**config.mk**
```make
export PLATFORM = sky130hd
export DESIGN_NAME = layer_priority_compositor
export DESIGN_NICKNAME = d
export VERILOG_FILES = /design/src/rtl/layer_priority_compositor.sv
export SDC_FILE = /design/constraint.sdc
export NUM_CORES = 1
export LEC_CHECK = 0
export CORE_ASPECT_RATIO = 1.2
export CORE_MARGIN = 3
export CORE_UTILIZATION = 52
export DETAILED_ROUTE_END_ITERATION = 10
export MAX_ROUTING_LAYER = met4
export PLACE_DENSITY = 0.81
export SYNTH_ARGS = -nofsm -noshare
export SYNTH_HDL_FRONTEND = slang
export SYNTH_SLANG_ARGS = --single-unit
```
**constraint.sdc**
```tcl
create_clock -name clk -period 4.7 [get_ports clk]
set_clock_uncertainty 0.05 [all_clocks]
set_input_delay 0.47 -clock clk [delete_from_list [all_inputs] [get_ports clk]]
set_output_delay 0.47 -clock clk [all_outputs]
set_load 0.01 [all_outputs]
```
**src/rtl/layer_priority_compositor.sv**
```systemverilog
// -----------------------------------------------------------------------------
// layer_priority_compositor
//
// Merges NUM_LAYERS sprite/board layers into one output pixel per cycle using a
// runtime priority table. The table is written into a shadow copy and becomes
// active only on startOfFrame, so an order change never tears a frame.
// It also reports, once per frame, which layers overlapped layer 0 (cue ball)
// during the previous frame.
//
// Pipeline: stage 1 registers gated draw requests, colours and pixelValid;
// stage 2 resolves priority and registers the outputs. Latency is 2 clk, with
// one pixel per cycle and no stall.
//
// Optional feature (macro LAYER_TRANSPARENT_KEY_EN):
//   When defined, a layer pixel whose colour equals TRANSPARENT_COLOR is
//   treated as not drawn for display selection. Collision detection still
//   uses the raw draw requests.
//
// Ports:
//   clk            in   system clock
//   reset          in   asynchronous active-high reset
//   layerDR        in   [NUM_LAYERS]          draw request per layer
//   layerRGB       in   [NUM_LAYERS*COLOR_W]  layer i colour at [i*COLOR_W +: COLOR_W]
//   pixelValid     in   pixel is inside the active display area
//   startOfFrame   in   one-cycle pulse during blanking
//   layerEnable    in   [NUM_LAYERS]          per-layer display enable
//   prioWrEn       in   write one shadow priority slot
//   prioWrIdx      in   [IDX_W] slot to write (slot 0 = highest priority)
//   prioWrLayer    in   [IDX_W] layer stored into that slot
//   RGBOut         out  [COLOR_W] composited pixel
//   RGBValid       out  RGBOut belongs to a valid pixel
//   topLayer       out  [IDX_W] layer selected for RGBOut
//   anyDrawn       out  at least one displayed layer drew this pixel
//   collisionFlags out  [NUM_LAYERS] bit i = layers 0 and i overlapped last frame
// -----------------------------------------------------------------------------
module layer_priority_compositor #(
    parameter int unsigned        NUM_LAYERS        = 8,
    parameter int unsigned        COLOR_W           = 8,
    parameter logic [COLOR_W-1:0] BG_COLOR          = '0,
    parameter logic [COLOR_W-1:0] TRANSPARENT_COLOR = {COLOR_W{1'b1}},
    localparam int unsigned       IDX_W             = $clog2(NUM_LAYERS)
) (
    input  logic                          clk,
    input  logic                          reset,
    input  logic [NUM_LAYERS-1:0]         layerDR,
    input  logic [NUM_LAYERS*COLOR_W-1:0] layerRGB,
    input  logic                          pixelValid,
    input  logic                          startOfFrame,
    input  logic [NUM_LAYERS-1:0]         layerEnable,
    input  logic                          prioWrEn,
    input  logic [IDX_W-1:0]              prioWrIdx,
    input  logic [IDX_W-1:0]              prioWrLayer,
    output logic [COLOR_W-1:0]            RGBOut,
    output logic                          RGBValid,
    output logic [IDX_W-1:0]              topLayer,
    output logic                          anyDrawn,
    output logic [NUM_LAYERS-1:0]         collisionFlags
);

    // When NUM_LAYERS is a power of two every index value is in range.
    localparam bit IDX_FULL = ((1 << IDX_W) == NUM_LAYERS);

    // ------------------------------------------------------------------
    // Priority tables (shadow written by software, active used by stage 2)
    // ------------------------------------------------------------------
    logic [IDX_W-1:0] shadow_q [NUM_LAYERS];
    logic [IDX_W-1:0] shadow_d [NUM_LAYERS];
    logic [IDX_W-1:0] active_q [NUM_LAYERS];
    logic [IDX_W-1:0] active_d [NUM_LAYERS];
    logic             wr_ok_c;

    // Out-of-range slot or layer indices drop the write.
    always_comb begin
        wr_ok_c = prioWrEn;
        if (!IDX_FULL) begin
            wr_ok_c = prioWrEn
                      && (32'(prioWrIdx)   < NUM_LAYERS)
                      && (32'(prioWrLayer) < NUM_LAYERS);
        end
    end

    // Active copies the pre-write shadow, so a coincident write waits a frame.
    always_comb begin
        shadow_d = shadow_q;
        active_d = active_q;
        if (startOfFrame) begin
            active_d = shadow_q;
        end
        if (wr_ok_c) begin
            shadow_d[prioWrIdx] = prioWrLayer;
        end
    end

    always_ff @(posedge clk or posedge reset) begin
        if (reset) begin
            for (int unsigned k = 0; k < NUM_LAYERS; k++) begin
                shadow_q[k] <= IDX_W'(k);
                active_q[k] <= IDX_W'(k);
            end
        end else begin
            shadow_q <= shadow_d;
            active_q <= active_d;
        end
    end

    // ------------------------------------------------------------------
    // Stage 1: gated draw requests, colours, valid
    // ------------------------------------------------------------------
    logic [NUM_LAYERS-1:0]         drawn_c;
    logic [NUM_LAYERS-1:0]         s1_drawn_q;
    logic [NUM_LAYERS*COLOR_W-1:0] s1_rgb_q;
    logic                          s1_valid_q;

    always_comb begin
        drawn_c = '0;
        for (int unsigned i = 0; i < NUM_LAYERS; i++) begin
`ifdef LAYER_TRANSPARENT_KEY_EN
            drawn_c[i] = layerDR[i] & layerEnable[i] & pixelValid
                         & (layerRGB[i*COLOR_W +: COLOR_W] != TRANSPARENT_COLOR);
`else
            drawn_c[i] = layerDR[i] & layerEnable[i] & pixelValid;
`endif
        end
    end

`ifndef LAYER_TRANSPARENT_KEY_EN
    // The colour key only matters when the transparency feature is built in.
    logic unused_transparent_c;
    assign unused_transparent_c = ^TRANSPARENT_COLOR;
`endif

    always_ff @(posedge clk or posedge reset) begin
        if (reset) begin
            s1_drawn_q <= '0;
            s1_rgb_q   <= '0;
            s1_valid_q <= 1'b0;
        end else begin
            s1_drawn_q <= drawn_c;
            s1_rgb_q   <= layerRGB;
            s1_valid_q <= pixelValid;
        end
    end

    // ------------------------------------------------------------------
    // Stage 2: first active slot whose layer drew wins
    // ------------------------------------------------------------------
    logic                 found_c;
    logic [IDX_W-1:0]     win_idx_c;
    logic [COLOR_W-1:0]   win_rgb_c;
    logic [COLOR_W-1:0]   rgb_d,   rgb_q;
    logic                 valid_d, valid_q;
    logic [IDX_W-1:0]     top_d,   top_q;
    logic                 any_d,   any_q;

    // Duplicate slots are harmless: only the first hit is taken.
    always_comb begin
        found_c   = 1'b0;
        win_idx_c = '0;
        win_rgb_c = '0;
        for (int unsigned k = 0; k < NUM_LAYERS; k++) begin
            if (!found_c && s1_drawn_q[active_q[k]]) begin
                found_c   = 1'b1;
                win_idx_c = active_q[k];
                win_rgb_c = s1_rgb_q[32'(active_q[k]) * COLOR_W +: COLOR_W];
            end
        end
    end

    always_comb begin
        rgb_d   = '0;
        top_d   = '0;
        any_d   = 1'b0;
        valid_d = s1_valid_q;
        if (s1_valid_q) begin
            if (found_c) begin
                rgb_d = win_rgb_c;
                top_d = win_idx_c;
                any_d = 1'b1;
            end else begin
                rgb_d = BG_COLOR;
            end
        end
    end

    always_ff @(posedge clk or posedge reset) begin
        if (reset) begin
            rgb_q   <= '0;
            valid_q <= 1'b0;
            top_q   <= '0;
            any_q   <= 1'b0;
        end else begin
            rgb_q   <= rgb_d;
            valid_q <= valid_d;
            top_q   <= top_d;
            any_q   <= any_d;
        end
    end

    // ------------------------------------------------------------------
    // Collision accumulation against layer 0 (raw DR, enables ignored)
    // ------------------------------------------------------------------
    logic [NUM_LAYERS-1:0] hit_c;
    logic [NUM_LAYERS-1:0] acc_d,   acc_q;
    logic [NUM_LAYERS-1:0] flags_d, flags_q;

    always_comb begin
        hit_c = '0;
        for (int unsigned i = 1; i < NUM_LAYERS; i++) begin
            hit_c[i] = layerDR[0] & layerDR[i] & pixelValid;
        end
    end

    // Frame boundary publishes the finished frame and restarts accumulation.
    always_comb begin
        acc_d   = acc_q | hit_c;
        flags_d = flags_q;
        if (startOfFrame) begin
            flags_d = acc_q;
            acc_d   = '0;
        end
    end

    always_ff @(posedge clk or posedge reset) begin
        if (reset) begin
            acc_q   <= '0;
            flags_q <= '0;
        end else begin
            acc_q   <= acc_d;
            flags_q <= flags_d;
        end
    end

    assign RGBOut         = rgb_q;
    assign RGBValid       = valid_q;
    assign topLayer       = top_q;
    assign anyDrawn       = any_q;
    assign collisionFlags = flags_q;

endmodule

```
==> flow_summary.ini <==
[setup_path]
cp_peak_stage_delay_ns = 0.91
cp.arrival_ns = 3.70
setup.worst_path.start_class = register
worstSetupPathType = reg2reg
crit_buf_inv = 0
cp-startpoint = active_q[16]$_DFFE_PP1P_
timing.critical_path.cells = mux4_2 -> mux2i_1 -> and2_1 -> nand2_1 -> o221ai_1 -> nor4b_1 -> o31a_1
critical_path.top_delay_family = simple AND/OR/NAND/NOR gates
r2r_slack_ns = 1.33
crit_path_top_delay_cell = sky130_fd_sc_hd__dfstp_2
end_kind = register
critical_path_peak_fanout = 19
r2r-start = active_q[16]$_DFFE_PP1P_
worst_ep_required_time_ns = 5.03

[clock_network]
insertion_delay_ns = 0.44
cts_tree = yes
clkSinkCount = 148
cts.clk_slew.worst_paths_ns = 0.07
max-clock-path-buffers = 2
clk_tree_root_cell = sky130_fd_sc_hd__clkbuf_16
hold_buffers = 0
cts_resized = 0
htree_levels = 4
inserted_clock_buffers = 17
cts_setup_buffers = 0

[routing]
drt_wl_total_um = 29290
via_per_inst = 7.203
remaining_drc_errors = 0
dr.pass1.iters = 7
drt_iter0_markers = 743
avgRoutedWirePerCell_um = 29.06
detail-route-antenna-nets = 0
detailroute.via_count = 7261

[sta]
fmax_mhz = 296.6
period_share_pct = 71.74
finalMaxSlewViolations = 0
max_slew.worst_pin.slew_ns = 0.9386
rsz_0062_raised_after_global_routing = false
fin_setup_tns_ns = 0
maxSlewHeadroom_pct = 37.43
timing_hold_violations_final = 0
report.final.setup_viol = 0
layout_min_cycle_time_ns = 3.372
fin_hold_ws_ns = 0.4109

[global_routing]
grt_overflow = 0
first_global_vias = 7742
grt_usage_pct = 30.70
grt_max_degree = 84
antenna_found_initial = 0
first_pass_grt_wire_length_um = 44970

[cells_and_area]
multi_input_comb_area_um2 = 5715
nets = 862
drive_gt1_share_pct = 37.63
layout.area.seq_um2 = 3735
synthToLayoutAreaGrowth_pct = 19.43
num-fill-cells = 1350
diodes_inserted = 0

[placed_design]
gp_weighted_congestion = 0.9484
io_buffers = 110
hpwlAfterDp_um = 19290

[power]
leakage_power_nw = 4.480
power.ir.vdd_worst_v = 0.0002822
power.total_mw = 5.261
powerDensity_nw_per_um2 = 453.0

[floorplan]
die-area_um2 = 20390
placement_rows = 54
floorplan.io_pins = 112
die_w_um = 130.8
fp.coreArea_um2 = 18240
floorplan.die.height_um = 155.8
starting_density_of_the_core_pct = 53.31

[synth]
dominant_cell_by_count_in_the_synthesized_netlist = sky130_fd_sc_hd__mux4_2
synth_area_um2 = 9726
postSynthCellCount = 677
postSynth.topFlopCell = sky130_fd_sc_hd__dfrtp_1
ys_ff_latch = 148
synth.yosys.seq_area_share_pct = 38.39
ys_top_cells_by_area = sky130_fd_sc_hd__mux4_2, sky130_fd_sc_hd__dfrtp_1, sky130_fd_sc_hd__mux2_2, sky130_fd_sc_hd__dfstp_2, sky130_fd_sc_hd__mux2i_1
netlist.area_leader.share_pct = 32.88
synth_fp_nets = 768
number_of_flops_mapped_to_enable_cells_by_yosys = 0
synth.distinct_cells = 58
avgSynthCellArea_um2 = 14.37
yosysWarningCount = 0
synth_async_sr_flop_share_pct = 100.0
yosysTopAreaCell = sky130_fd_sc_hd__mux4_2
synth_common_cells = sky130_fd_sc_hd__mux4_2, sky130_fd_sc_hd__dfrtp_1, sky130_fd_sc_hd__mux2_2, sky130_fd_sc_hd__nand2_1, sky130_fd_sc_hd__mux2i_1

[job]
max_cap_viol_count = 0

[outcome]
status = complete, no violations

[hold_path]
hold_path.startpoint = layerRGB[17]
hold_class = in2reg
[cell families (layout without fill, tap and decap cells)]
group / Yosys count / in the layout / share of synthesized area (%)
compound gates: 83 / 83 / 5.648
buf+inv: 67 / 174 / 2.843
flops: 148 / 148 / 38.39
mux: 253 / 253 / 46.26
simple gates: 125 / 125 / 6.819
other cells: 1 / 1 / 0.03856
[flip-flops by register name (all words and copies together), names as in the netlist]
signal          count
s1_rgb_q           64
active_q           24
shadow_q           24
RGBOut              8
s1_drawn_q          8
acc_q               7
collisionFlags      7
topLayer            3
RGBValid            1
anyDrawn            1
s1_valid_q          1
[power by group]
group	total, mW	internal (mW)	switching [mW]
combinational	1.97	1.14	0.827
sequential	1.93	1.48	0.448
clock	1.36	0.713	0.648
total	5.26	3.34	1.92
[path summary, 6_finish.rpt]
path | to | cells past startpoint
max | RGBOut[1]$_DFF_PP0_ | 7
min | s1_rgb_q[17]$_DFF_PP0_ | 1
max reg2reg | RGBOut[1]$_DFF_PP0_ | 7
min reg2reg | active_q[7]$_DFFE_PP0P_ | 2
max in group asynchronous | active_q[16]$_DFFE_PP1P_ | 3
min in group asynchronous | s1_rgb_q[17]$_DFF_PP0_ | 2
[metrics by stage]
step | cell area [um2] | utilization (%) | instances | setup slack, ns
2_1_floorplan | 9726 | - | 677 | 0.2400
3_3_place_gp | 11030 | 60.45 | 976 | 1.397
3_5_place_dp | 11030 | 60.45 | 976 | 1.380
4_1_cts | 11610 | 63.67 | 1008 | 1.386
5_1_grt | 11610 | 63.67 | 1008 | 1.098
6_report | 11610 | 63.67 | 1008 | 1.328
[cells in the final DEF (no fill, tap or decap), types with 5 or more instances in the layout]
cell type / Yosys / final
sky130_fd_sc_hd__mux4_2: 142 / 142
sky130_fd_sc_hd__dfrtp_1: 124 / 123
sky130_fd_sc_hd__clkdlybuf4s50_1: 0 / 110
sky130_fd_sc_hd__mux2_2: 67 / 67
sky130_fd_sc_hd__nand2_1: 37 / 37
sky130_fd_sc_hd__mux2i_1: 36 / 36
sky130_fd_sc_hd__nor2_1: 26 / 26
sky130_fd_sc_hd__dfstp_2: 24 / 24
sky130_fd_sc_hd__buf_4: 1 / 19
sky130_fd_sc_hd__a21oi_1: 18 / 18
sky130_fd_sc_hd__clkbuf_16: 0 / 17
sky130_fd_sc_hd__o21ai_0: 16 / 16
sky130_fd_sc_hd__inv_1: 13 / 12
sky130_fd_sc_hd__nor3_1: 12 / 12
sky130_fd_sc_hd__a31oi_1: 9 / 9
sky130_fd_sc_hd__nor2b_1: 8 / 8
sky130_fd_sc_hd__and3_1: 8 / 8
sky130_fd_sc_hd__o22ai_1: 7 / 7
sky130_fd_sc_hd__mux4_1: 6 / 6
sky130_fd_sc_hd__a211oi_1: 6 / 6
sky130_fd_sc_hd__inv_6: 0 / 6
sky130_fd_sc_hd__nand2b_1: 5 / 5
sky130_fd_sc_hd__nand3_1: 5 / 5
sky130_fd_sc_hd__a221oi_1: 5 / 5
sky130_fd_sc_hd__inv_8: 0 / 5
[cell type report]
type	count	share of cell area, %
Timing Repair Buffer	129	10.71
Multi-Input combinational cell	462	49.21
Clock buffer	17	3.663
Sequential cell	148	32.16
Clock inverter	15	1.390
Tap cell	224	2.413
Inverter	13	0.4632
[layer usage]
metal	track usage [%]	wire length [um]	vias up
met5	-	0	-
met4	15.83	1545	0
met3	6.404	2554	106
met2	46.66	14490	504
met1	39.14	10700	3717
li1	-	-	2934
Note: power is estimated with default switching activity, not from simulation.
